<file path="config.mk">
export PLATFORM = sky130hd
export DESIGN_NAME = wb_arbiter
export DESIGN_NICKNAME = d
export VERILOG_FILES = /design/src/rtl/wb_arbiter.sv
export SDC_FILE = /design/constraint.sdc
export NUM_CORES = 1
export LEC_CHECK = 0
export CAP_MARGIN = 20
export CORE_MARGIN = 5
export CORE_UTILIZATION = 26
export CTS_CLUSTER_DIAMETER = 30
export DETAILED_ROUTE_END_ITERATION = 16
export HOLD_SLACK_MARGIN = 0.1
export MAX_ROUTING_LAYER = met4
export PLACE_DENSITY = 0.42
export SYNTH_ARGS = -nofsm -noshare
export SYNTH_HDL_FRONTEND = slang
export SYNTH_SLANG_ARGS = --single-unit
</file>
<file path="constraint.sdc">
create_clock -name clk -period 2.7 [get_ports clk]
set_input_delay 0.27 -clock clk [delete_from_list [all_inputs] [get_ports clk]]
set_output_delay 0.27 -clock clk [all_outputs]
set_load 0.1 [all_outputs]
</file>
<file path="src/rtl/wb_arbiter.sv">
// wb_arbiter: write-back stage merging ALU and LSU results onto the
// dispatcher's single register-file write port.
//
// Each source has a small FIFO. A source's candidate is its FIFO head, or its
// live input when the FIFO is empty (bypass). Round-robin picks one candidate
// per cycle. The chosen write is registered onto wb_wr_en / wb_rd / wb_wr_data.
//
// Ports
//   clk, rst                        clock; synchronous active-high reset
//   alu_valid/alu_rd/alu_data       ALU result input
//   alu_ready                       ALU FIFO not full (state only)
//   lsu_valid/lsu_rd/lsu_data       LSU result input
//   lsu_ready                       LSU FIFO not full (state only)
//   wb_wr_en/wb_rd/wb_wr_data       registered register-file write
//   wb_idle                         nothing queued, arriving or being written
//
// Optional build macro WB_ARBITER_STATS_EN adds these ports:
//   wb_conflict_count               saturating count of cycles where both sources competed
//   wb_backpressure                 a valid source is currently being held off

module wb_arbiter_fifo #(
    parameter int XLEN       = 32,
    parameter int RA_W       = 5,
    parameter int FIFO_DEPTH = 4
) (
    input  logic            clk,
    input  logic            rst,
    input  logic            i_push,
    input  logic            i_pop,
    input  logic [RA_W-1:0] i_rd,
    input  logic [XLEN-1:0] i_data,
    output logic            o_empty,
    output logic            o_full,
    output logic [RA_W-1:0] o_head_rd,
    output logic [XLEN-1:0] o_head_data
);
    localparam int PTR_W = $clog2(FIFO_DEPTH);
    localparam int CNT_W = PTR_W + 1;

    logic [RA_W-1:0]  r_mem_rd   [FIFO_DEPTH];
    logic [XLEN-1:0]  r_mem_data [FIFO_DEPTH];
    logic [PTR_W-1:0] r_wptr;
    logic [PTR_W-1:0] r_rptr;
    logic [CNT_W-1:0] r_cnt;

    assign o_empty     = (r_cnt == '0);
    assign o_full      = (r_cnt == CNT_W'(FIFO_DEPTH));
    assign o_head_rd   = r_mem_rd[r_rptr];
    assign o_head_data = r_mem_data[r_rptr];

    // Storage needs no reset: the count gates every read.
    always_ff @(posedge clk) begin
        if (i_push) begin
            r_mem_rd[r_wptr]   <= i_rd;
            r_mem_data[r_wptr] <= i_data;
        end
    end

    // Pointers wrap naturally because the depth is a power of two.
    always_ff @(posedge clk) begin
        if (rst) begin
            r_wptr <= '0;
            r_rptr <= '0;
            r_cnt  <= '0;
        end else begin
            if (i_push) r_wptr <= r_wptr + PTR_W'(1);
            if (i_pop)  r_rptr <= r_rptr + PTR_W'(1);
            r_cnt <= r_cnt + CNT_W'(i_push) - CNT_W'(i_pop);
        end
    end
endmodule

module wb_arbiter #(
    parameter int XLEN       = 32,
    parameter int NUM_REGS   = 32,
    parameter int FIFO_DEPTH = 4,
    parameter int RA_W       = $clog2(NUM_REGS)
) (
    input  logic            clk,
    input  logic            rst,
    input  logic            alu_valid,
    input  logic [RA_W-1:0] alu_rd,
    input  logic [XLEN-1:0] alu_data,
    output logic            alu_ready,
    input  logic            lsu_valid,
    input  logic [RA_W-1:0] lsu_rd,
    input  logic [XLEN-1:0] lsu_data,
    output logic            lsu_ready,
    output logic            wb_wr_en,
    output logic [RA_W-1:0] wb_rd,
    output logic [XLEN-1:0] wb_wr_data,
    output logic            wb_idle
`ifdef WB_ARBITER_STATS_EN
    ,
    output logic [31:0]     wb_conflict_count,
    output logic            wb_backpressure
`endif
);
    // Source index 0 = ALU, 1 = LSU.
    logic [1:0]            w_valid, w_ready, w_empty, w_full;
    logic [1:0]            w_has, w_grant, w_push, w_pop;
    logic [1:0][RA_W-1:0]  w_in_rd, w_head_rd, w_cand_rd;
    logic [1:0][XLEN-1:0]  w_in_data, w_head_data, w_cand_data;
    logic                  w_both;
    logic [RA_W-1:0]       w_sel_rd;
    logic [XLEN-1:0]       w_sel_data;

    logic                  r_wr_en;
    logic [RA_W-1:0]       r_rd;
    logic [XLEN-1:0]       r_wr_data;
    logic                  r_prefer_lsu;

    assign w_valid   = {lsu_valid, alu_valid};
    assign w_in_rd   = {lsu_rd, alu_rd};
    assign w_in_data = {lsu_data, alu_data};

    for (genvar s = 0; s < 2; s++) begin : g_src
        wb_arbiter_fifo #(
            .XLEN       (XLEN),
            .RA_W       (RA_W),
            .FIFO_DEPTH (FIFO_DEPTH)
        ) u_fifo (
            .clk         (clk),
            .rst         (rst),
            .i_push      (w_push[s]),
            .i_pop       (w_pop[s]),
            .i_rd        (w_in_rd[s]),
            .i_data      (w_in_data[s]),
            .o_empty     (w_empty[s]),
            .o_full      (w_full[s]),
            .o_head_rd   (w_head_rd[s]),
            .o_head_data (w_head_data[s])
        );

        assign w_ready[s] = !w_full[s];
        // Head first keeps per-source order; bypass only when nothing is queued.
        assign w_has[s]       = !w_empty[s] || w_valid[s];
        assign w_cand_rd[s]   = w_empty[s] ? w_in_rd[s]   : w_head_rd[s];
        assign w_cand_data[s] = w_empty[s] ? w_in_data[s] : w_head_data[s];
        assign w_pop[s]       = w_grant[s] && !w_empty[s];
        // A bypassed input that wins is written directly and never stored.
        assign w_push[s]      = w_valid[s] && w_ready[s] && !(w_grant[s] && w_empty[s]);
    end

    assign w_both = &w_has;

    always_comb begin
        w_grant = w_has;
        if (w_both) w_grant = r_prefer_lsu ? 2'b10 : 2'b01;
    end

    assign w_sel_rd   = w_grant[1] ? w_cand_rd[1]   : w_cand_rd[0];
    assign w_sel_data = w_grant[1] ? w_cand_data[1] : w_cand_data[0];

    always_ff @(posedge clk) begin
        if (rst) begin
            r_wr_en      <= 1'b0;
            r_rd         <= '0;
            r_wr_data    <= '0;
            r_prefer_lsu <= 1'b1;
        end else begin
            r_wr_en <= |w_grant;
            if (|w_grant) begin
                r_rd      <= w_sel_rd;
                // x0 still gets a write strobe so its scoreboard bit clears.
                r_wr_data <= (w_sel_rd == '0) ? '0 : w_sel_data;
            end
            // Pointer moves only on a real contest: favour the loser next time.
            if (w_both) r_prefer_lsu <= !w_grant[1];
        end
    end

    assign alu_ready  = w_ready[0];
    assign lsu_ready  = w_ready[1];
    assign wb_wr_en   = r_wr_en;
    assign wb_rd      = r_rd;
    assign wb_wr_data = r_wr_data;
    assign wb_idle    = (&w_empty) && !alu_valid && !lsu_valid && !r_wr_en;

`ifdef WB_ARBITER_STATS_EN
    logic [31:0] r_conflict_cnt;

    always_ff @(posedge clk) begin
        if (rst)                                     r_conflict_cnt <= '0;
        else if (w_both && r_conflict_cnt != '1)     r_conflict_cnt <= r_conflict_cnt + 32'd1;
    end

    assign wb_conflict_count = r_conflict_cnt;
    assign wb_backpressure   = (alu_valid && !alu_ready) || (lsu_valid && !lsu_ready);
`endif
endmodule

</file>
==> results of run 1 <==
## how the worst max path moves through the flow
stage | to | depth (start not counted)
finish | wb_idle | 6
global route | g_src[0].u_fifo.r_cnt[2]$_SDFF_PP0_ | 11
CTS | g_src[0].u_fifo.r_cnt[2]$_SDFF_PP0_ | 9
detailed placement | g_src[1].u_fifo.r_cnt[2]$_SDFF_PP0_ | 12
global placement | g_src[1].u_fifo.r_cnt[2]$_SDFF_PP0_ | 12
floorplan | g_src[1].u_fifo.r_cnt[2]$_SDFF_PP0_ | 12
## registers in the layout, indices dropped and copies added, names as in the netlist, named ones only
name                     count
wb_wr_en                     1
g_src.u_fifo.r_mem_data    256
wb_wr_data                  32
wb_rd                        5
g_src.u_fifo.r_cnt           6
g_src.u_fifo.r_mem_rd       40
g_src.u_fifo.r_rptr          4
g_src.u_fifo.r_wptr          4
r_prefer_lsu                 1
## synthesized netlist by cell type, types with 2 or more instances
master    instances  area share
a22o_1           32       0.020
clkbuf_1         34      0.0091
nand2_1         121       0.032
nor2b_1           4      0.0018
inv_1            11      0.0029
fa_1              2      0.0028
xor2_1            2      0.0012
buf_6             5      0.0040
o21ai_0          10      0.0036
o211ai_1          2      0.0011
dfxtp_1          57       0.081
and3_1            8      0.0036
mux2i_1           3      0.0021
o22ai_1          62       0.028
edfxtp_1        296        0.63
nor3_1            8      0.0028
buf_2             7      0.0025
ha_1             12       0.011
xnor2_1           8      0.0050
mux4_2           74        0.12
or3_1             2     0.00089
nor2_1           21      0.0056
nand3_1           8      0.0028
buf_1             7      0.0019
a21oi_1          37       0.013
## per-stage QoR
step	cells	total power (uW)
after CTS	1810	25280
after floorplan	850	12860
final	1816	24910
after detailed placement	1659	15500
after global routing	1816	26190
after global placement	1659	15510
## layout make-up
class	instances	area [um^2]
flip-flops and latches	353	10030
multi-input cells	433	3809
fillers	5038	34610
inverters	11	41.29
well taps	696	870.8
repair buffers	166	1597
diodes	6	15.01
clock buffers	101	2260
clock inverters	50	471.7
## cell families (layout without fill, tap and decap cells)
| family | Yosys count | in the layout | synth area share |
|---|---|---|---|
| mux | 78 | 78 | 0.1215 |
| simple gates | 182 | 182 | 0.05678 |
| xor+xnor | 10 | 10 | 0.006220 |
| flops | 353 | 353 | 0.7122 |
| other cells | 0 | 6 | 0 |
| buf+inv | 64 | 328 | 0.02035 |
| fa+ha+maj | 14 | 14 | 0.01350 |
| compound gates | 149 | 149 | 0.06939 |
## per-layer routing
metal	part of all wire	up-vias
met1	0.44	4306
met4	0.028	0
met2	0.47	242
met3	0.062	76
met5	0	-
li1	-	3800
## worst reg2reg max path, cell delays in order (launching register included)
cell	delay [ns]
dfxtp_2	0.48
buf_4	0.55
mux4_2	0.60
o21ai_0	0.33
a22oi_1	0.17
a22o_1	0.23
## power groups by stage
stage / sequential [uW] / combinational [uW] / clock [uW]
3_5_place_dp: 7400 / 8100 / 0
2_1_floorplan: 8880 / 3980 / 0
5_1_grt: 7390 / 8620 / 10200
6_report: 7300 / 7990 / 9620
4_1_cts: 7320 / 8120 / 9850
3_3_place_gp: 7400 / 8110 / 0
==> results.cfg, run 1 <==
[global_route]
grt_overflow_total = 0
global_route.usage.met1 = 0.1769
globalRouteMet3Util = 0.03608
number_of_global_route_vias_before_repair = 9162
groute.layer.met2.usage = 0.2096
global_route_wire_length_before_repair_mm = 59.57
largest_net_degree_at_the_start_of_global_routing = 44
grt_use_total = 0.1375
global_route.peak_usage_layer = met2
grt_antenna_before_repair = 6

[route]
final_antenna_net_count = 0
dr_total_vias = 8424
detail_route.wirelength_mm = 39.54
post-route-drc-count = 0
wl_per_cell_um = 21.77
routed_via_density = 4.639
first_pass_iters = 4
initial_drc_count = 522

[timing]
maxClockFrequency_mhz = 404.5
setup-violations-final = 0
worst_slack_ns = 0.2275
fin_worst_skew_ns = 0.01895
post-route-period-util = 0.9157
layout_min_cycle_time_ns = 2.472
rsz0062_at_grt = false
worst_pin_slew_ns = 0.6331
setup_tns_after_final_layout_ns = 0
fin_hold_ws_ns = 0.3710
report.final.hold_viol_count = 0
timing.slew.headroom = 0.5779
timing.final.max_slew_violations = 0

[floorplan]
core-area_um2 = 53710
ios = 119
die_area_um2 = 58920
floorplan.initialDensity = 0.2622
dieHeight_um = 242.7
row_count = 85
die_w_um = 242.7

[cts]
cts.reportedPaths.clkPinSlew_ns = 0.05
post-cts-setup-buffers = 0
clockBufferDepth = 3
cts-resized-gates = 0
clock_tree.htree_level_count = 3
cts_tree = yes
total_number_of_clock_tree_sinks = 353
clock_tree.root_cell = clkbuf_16
postCtsHoldBufs = 0
cts-buffers-inserted = 83
clock_latency_ns = 0.58

[logic_synthesis]
flip_flop_and_latch_count_after_synthesis = 353
yosysUniqueCellTypes = 42
syn_nets = 942
async_flop_share = 0
syn_avg_cell_area_um2 = 16.57
post_synth_inst_count = 850
synth.cell_area_um2 = 14080
synth_edf_count = 296
post_synth_top_flop = edfxtp_1
synth_seq_area_share = 0.7122
synth_warnings = 0

[worst_setup_path]
worstSetupStartpointType = flip-flop
worstPathCellList = buf_4 > nor4_1 > buf_4 > nand2_1 > nor2_2 > buf_12
end_of_the_worst_register_to_register_path = wb_wr_data[31]$_SDFFE_PP0P_
critPathBufInv = 3
startpoint = g_src[1].u_fifo.r_cnt[0]$_SDFF_PP0_
timing.critical_path.slowest_cell_delay_ns = 0.40
required_ns = 2.43
critPathSlowestCell = nor4_1
crit_fanout = 7
category_of_cells_accounting_for_the_largest_share_of_critical_path_delay = simple AND/OR/NAND/NOR gates
cp_data_arrival_time_ns = 2.20
path_class = reg -> out
reg2reg_depth = 5
cpMostUsedCell = buf_4
setup.reg_to_reg.worst_slack_ns = 0.23
endpoint_kind = output port

[power]
p_sw_frac = 0.3457
pleak_uw = 0.006673
internal_power_uw = 16300
switchingPower_uw = 8613
power.clock.fraction = 0.386
power_density_nw_per_um2 = 1305
max-vdd-ir-drop_mv = 0.4941
pwr-share-comb = 0.321
power.share.sequential = 0.293

[layout]
syn2layout_area_growth_pct = 35.62
finalNetCount = 1140
layout.core_utilization = 0.3556
final_common_cell = edfxtp_1
design_area_um2 = 19100
most-common-layout-cells = edfxtp_1 (296), nand2_1 (121), clkbuf_16 (87)
layout-drive-gt1-share = 0.2846

[worst_hold_path]
worst_hold_path.endpoint = g_src[0].u_fifo.r_mem_data[0][22]$_DFFE_PP_
worst_hold_path_type = in -> reg
min_from = alu_data[22]
min_path_cells = 1

[place]
gpl.final_weighted_congestion = 0.7161
dp.final_hpwl_mm = 24.01
place_area_um2 = 16350
pre_cts_ws_ns = -0.1197
portBuffers = 118

[run_status]
status = finished clean

[flow_run]
drv.max_cap_violation_count = 0
Note: power is estimated with default switching activity, not from simulation.
==> inputs of run 2 (changes only) <==
--- a/config.mk
+++ b/config.mk
@@ -6,6 +6,7 @@
 export NUM_CORES = 1
 export LEC_CHECK = 0
 export CAP_MARGIN = 20
+export CORE_ASPECT_RATIO = 2
 export CORE_MARGIN = 5
 export CORE_UTILIZATION = 26
 export CTS_CLUSTER_DIAMETER = 30
==> run 2 against run 1 <==
  * Sequential share of layout area up 2.9 points
  * Global-route usage up 0.37 points
  * Flip-flop and latch count unchanged
  * Count of clock-buffer cells in the layout down 46
  * Largest power group is now combinational logic
  * Critical path type is now reg -> reg
  * Worst hold slack worse by 0.046 ns
  * Fmax up 0.45%
  * Cell area down 5.3%
  * Via count down 2.6%
  * Critical path depth up 5
  * Die area up 0.48%
  * Sequential power down 0.5%
==> results.cfg, run 2 (synthesis results as in run 1) <==
[run_status]
status = finished clean

[cts]
post-cts-setup-buffers = 0
clock_tree.htree_level_count = 2
cts.reportedPaths.clkPinSlew_ns = 0.06
cts_tree = yes
clock_latency_ns = 0.56
clockBufferDepth = 3
cts-buffers-inserted = 49
total_number_of_clock_tree_sinks = 353
clock_tree.root_cell = clkbuf_16

[route]
wl_per_cell_um = 23.51
initial_drc_count = 496
first_pass_iters = 7
detail_route.wirelength_mm = 40.83
dr_total_vias = 8204
post-route-drc-count = 0
routed_via_density = 4.723
final_antenna_net_count = 0

[global_route]
global_route_wire_length_before_repair_mm = 60.59
grt_antenna_before_repair = 1
number_of_global_route_vias_before_repair = 9000
grt_overflow_total = 0
largest_net_degree_at_the_start_of_global_routing = 35
grt_use_total = 0.1412

[timing]
fin_worst_skew_ns = 0.02081
worst_pin_slew_ns = 0.6971
setup_tns_after_final_layout_ns = 0
timing.slew.headroom = 0.5353
post-route-period-util = 0.9116
timing.final.max_slew_violations = 0
rsz0062_at_grt = false
report.final.hold_viol_count = 0
maxClockFrequency_mhz = 406.3
layout_min_cycle_time_ns = 2.461
setup-violations-final = 0

[worst_setup_path]
crit_fanout = 5
cp_data_arrival_time_ns = 2.90
required_ns = 3.14
path_class = reg -> reg
worstSetupStartpointType = flip-flop
endpoint_kind = flip-flop

[layout]
final_common_cell = edfxtp_1
seq_cell_area_um2 = 10030
layout.core_utilization = 0.3376
layout-drive-gt1-share = 0.2648
largest_register_ff_count = 256
syn2layout_area_growth_pct = 28.49
fill_cells = 5132
finalNetCount = 1118
most-common-layout-cells = edfxtp_1 (296), nand2_1 (121), buf_4 (86)
multi_input_comb_area_um2 = 3817
largest_register = g_src.u_fifo.r_mem_data

[flow_run]
drv.max_cap_violation_count = 0

[power]
total_power_uw = 21820
pleak_uw = 0.006212
max-vdd-ir-drop_mv = 0.4373
power_density_nw_per_um2 = 1206

[place]
portBuffers = 118
dp.final_hpwl_mm = 27.20
gpl.final_weighted_congestion = 0.7529

[floorplan]
dieHeight_um = 339.1
row_count = 120
die_w_um = 174.6
ios = 119
floorplan.initialDensity = 0.2627
core-area_um2 = 53600
die_area_um2 = 59200

[worst_hold_path]
worst_hold_path_type = in -> reg
-- run 2: cell count changes in the layout (fill, tap and decap cells not counted), moves of 6 or more --
cell,previous run,this run
buf_4,76,86
clkbuf_1,11,5
clkbuf_16,87,49
clkinv_1,12,5
clkinv_2,17,5
-- run 2: area by class of cell --
class,count,share of cell area
diodes,1,0.0001383
clock buffers,55,0.06956
clock inverters,35,0.02150
inverters,11,0.002282
multi-input cells,433,0.2110
flip-flops and latches,353,0.5546
well taps,671,0.04640
repair buffers,178,0.09459
-- run 2: metal layers --
metal / share of wire / GRT usage / vias to the layer above / wire length [um]
li1: - / - / 3714 / -
met1: 0.38 / 0.1548 / 4173 / 15390
met2: 0.54 / 0.2529 / 248 / 22130
met3: 0.048 / 0.02522 / 69 / 1976
met4: 0.033 / 0.05538 / 0 / 1332
met5: 0 / - / - / 0
-- run 2: where the power goes --
group	total [uW]	leakage (uW)	switching, uW	internal (uW)
clock network	6430	0.000788	2450	3980
registers	7260	0.00317	392	6870
logic	8130	0.00226	5300	2830
total	21800	0.00621	8140	13700
-- run 2: metrics by stage --
step | instances | hold WS [ns] | worst slack [ns] | cell area, um^2
floorplan | 850 | 0.3416 | 0.004441 | 14090
global placement | 1646 | 0.4505 | -0.1122 | 16440
detailed placement | 1646 | 0.4553 | -0.1671 | 16440
CTS | 1736 | 0.2949 | 0.1933 | 18080
global route | 1737 | 0.3651 | 0.08550 | 18090
finish | 1737 | 0.3245 | 0.2386 | 18090
-- run 2: path summary, 6_finish.rpt --
check                                 startpoint                             endpoint  slack, ns  cells after the start
max          g_src[1].u_fifo.r_cnt[1]$_SDFF_PP0_  g_src[1].u_fifo.r_cnt[2]$_SDFF_PP0_       0.24                     11
min                                    lsu_valid                  wb_wr_en$_SDFF_PP0_       0.32                      4
max reg2reg  g_src[1].u_fifo.r_cnt[1]$_SDFF_PP0_  g_src[1].u_fifo.r_cnt[2]$_SDFF_PP0_       0.24                     11
min reg2reg                wb_rd[2]$_SDFFE_PP0P_                wb_rd[2]$_SDFFE_PP0P_       0.46                      2
-- run 2: what timing repair did --
action,CTS,global route
resized for setup,0,1
hold buffers,0,0
setup endpoints to repair,0,1
-- run 2: critical path: stages (launching register included) --
cell     delay, ns
dfxtp_1       0.37
buf_4         0.18
or3_1         0.37
nand2_1       0.09
inv_1         0.06
ha_1          0.27
inv_1         0.04
ha_1          0.18
fa_1          0.41
xnor2_1       0.20
xnor2_1       0.13
nor2_1        0.05
==> inputs of run 3 (changes only) <==
--- a/config.mk
+++ b/config.mk
@@ -11,9 +11,10 @@
 export CORE_UTILIZATION = 26
 export CTS_CLUSTER_DIAMETER = 30
 export DETAILED_ROUTE_END_ITERATION = 16
+export GPL_ROUTABILITY_DRIVEN = 0
 export HOLD_SLACK_MARGIN = 0.1
 export MAX_ROUTING_LAYER = met4
-export PLACE_DENSITY = 0.42
+export PLACE_DENSITY = 0.4
 export SYNTH_ARGS = -nofsm -noshare
 export SYNTH_HDL_FRONTEND = slang
 export SYNTH_SLANG_ARGS = --single-unit
==> constraint.sdc (replaced) <==
create_clock -name clk -period 3.11 [get_ports clk]
set_input_delay 0.311 -clock clk [delete_from_list [all_inputs] [get_ports clk]]
set_output_delay 0.311 -clock clk [all_outputs]
set_load 0.1 [all_outputs]
==> run 3 against run 2 <==
  * Sequential share of layout area rose by 0.42 points
  * Critical path depth unchanged
  * Combinational power down 15%
  * Fmax shrank 7.6%
  * Total power shrank 13%
  * Cell count is 0.86% lower
  * Count of clock-buffer cells in the layout decreased by 4
  * Routed wire length is 1.1% higher
  * Cell area decreased by 0.75%
  * Die area unchanged
  * Critical path type unchanged
  * Largest cell class unchanged
  * Largest power group unchanged
==> results.cfg, run 3 (synthesis results as in run 1) <==
[run_status]
status = finished clean

[route]
final_antenna_net_count = 0
routed_via_density = 4.753
first_pass_iters = 4
initial_drc_count = 541
wl_per_cell_um = 23.97
detail_route.wirelength_mm = 41.28
post-route-drc-count = 0
dr_total_vias = 8184

[timing]
layout_min_cycle_time_ns = 2.663
worst_pin_slew_ns = 0.9684
timing.slew.headroom = 0.3524
post-route-period-util = 0.8564
rsz0062_at_grt = false
fin_worst_skew_ns = 0.01456
maxClockFrequency_mhz = 375.5
timing.final.max_slew_violations = 0
setup-violations-final = 0
setup_tns_after_final_layout_ns = 0
report.final.hold_viol_count = 0

[place]
portBuffers = 118
dp.final_hpwl_mm = 27.01
placedCellCount = 1633

[floorplan]
die_area_um2 = 59200
core-area_um2 = 53600
dieHeight_um = 339.1
row_count = 120
floorplan.initialDensity = 0.2627
ios = 119
die_w_um = 174.6

[global_route]
grt_use_total = 0.1420
globalRouteMet3Util = 0.02466
global_route_wire_length_before_repair_mm = 60.35
global_route.usage.met1 = 0.1503
grt_antenna_before_repair = 2
number_of_global_route_vias_before_repair = 8845
groute.layer.met2.usage = 0.2640
grt_overflow_total = 0
largest_net_degree_at_the_start_of_global_routing = 37
global_route.peak_usage_layer = met2

[layout]
seq_cell_area_um2 = 10030
fill_cells = 5128
largest_register = g_src.u_fifo.r_mem_data
finalNetCount = 1104
final_common_cell = edfxtp_1
layout-drive-gt1-share = 0.2469
most-common-layout-cells = edfxtp_1 (296), nand2_1 (121), clkdlybuf4s50_1 (86)
instances_no_fill = 1722
multi_input_comb_area_um2 = 3796
syn2layout_area_growth_pct = 27.53
largest_register_ff_count = 256

[power]
power_density_nw_per_um2 = 1061
max-vdd-ir-drop_mv = 0.3494
pleak_uw = 0.006130

[worst_setup_path]
crit_fanout = 6
endpoint = g_src[1].u_fifo.r_cnt[2]$_SDFF_PP0_
reg2reg_depth = 11
cp_data_arrival_time_ns = 3.09
worst_r2r_startpoint = g_src[0].u_fifo.r_cnt[2]$_SDFF_PP0_
worstSetupStartpointType = flip-flop
path_class = reg -> reg
startpoint = g_src[0].u_fifo.r_cnt[2]$_SDFF_PP0_
setup.reg_to_reg.worst_slack_ns = 0.45
required_ns = 3.54
endpoint_kind = flip-flop
end_of_the_worst_register_to_register_path = g_src[1].u_fifo.r_cnt[2]$_SDFF_PP0_

[worst_hold_path]
worst_hold_path_type = in -> reg
min_path_cells = 5

[cts]
clockBufferDepth = 3
post-cts-setup-buffers = 0
clock_latency_ns = 0.56
cts-resized-gates = 0
clock_tree.htree_level_count = 2
cts.reportedPaths.clkPinSlew_ns = 0.06
total_number_of_clock_tree_sinks = 353
cts_tree = yes
cts-buffers-inserted = 48
postCtsHoldBufs = 0
clock_tree.root_cell = clkbuf_16

[flow_run]
drv.max_cap_violation_count = 0
-- run 3: worst min path at each step --
stage	to	start
CTS	g_src[1].u_fifo.r_wptr[0]$_SDFFE_PP0P_	lsu_valid
global route	g_src[1].u_fifo.r_wptr[0]$_SDFFE_PP0P_	lsu_valid
global placement	wb_wr_data[6]$_SDFFE_PP0P_	wb_wr_data[6]$_SDFFE_PP0P_
finish	g_src[1].u_fifo.r_wptr[1]$_SDFFE_PP0P_	lsu_valid
detailed placement	wb_wr_data[6]$_SDFFE_PP0P_	wb_wr_data[6]$_SDFFE_PP0P_
floorplan	g_src[1].u_fifo.r_cnt[0]$_SDFF_PP0_	rst
-- run 3: layout make-up --
| class | instances | share of cell area |
|---|---|---|
| multi-input combinational | 433 | 0.2114 |
| clock inverter | 36 | 0.02619 |
| sequential | 353 | 0.5587 |
| antenna | 2 | 0.0002787 |
| timing repair buffer | 165 | 0.08569 |
| inverter | 11 | 0.002299 |
| tap | 671 | 0.04675 |
| clock buffer | 51 | 0.06869 |
-- run 3: critical path, stage by stage, from the launching register on --
cell and delay, ns:
dfxtp_1 0.47, nor4_2 0.10, or2_1 0.28, o21ai_0 0.26
nand2_1 0.13, ha_1 0.29, inv_1 0.04, ha_1 0.19
fa_1 0.40, xnor2_1 0.20, xnor2_1 0.15, nor2_1 0.05
-- run 3: metal layers --
layer,up-vias,share of wire
met5,-,0
met4,0,0.032
met3,70,0.040
met2,202,0.56
met1,4209,0.37
li1,3703,-
-- run 3: through the flow --
step	instance area (um^2)	hold slack, ns	util	total power (uW)	worst slack (ns)
3_5_place_dp	16250	0.4685	0.3032	13510	0.08374
2_1_floorplan	14080	0.3826	-	11160	0.3524
6_report	17960	0.3650	0.3351	19050	0.4467
5_1_grt	17960	0.3711	0.3351	19980	0.2027
4_1_cts	17950	0.3265	0.3350	19400	0.4328
3_3_place_gp	16250	0.4659	0.3032	13480	0.1326
-- run 3: power breakdown --
group	internal, uW	switching (uW)
registers	5960	406
clock network	3600	2200
logic	2340	4540
total	11900	7150
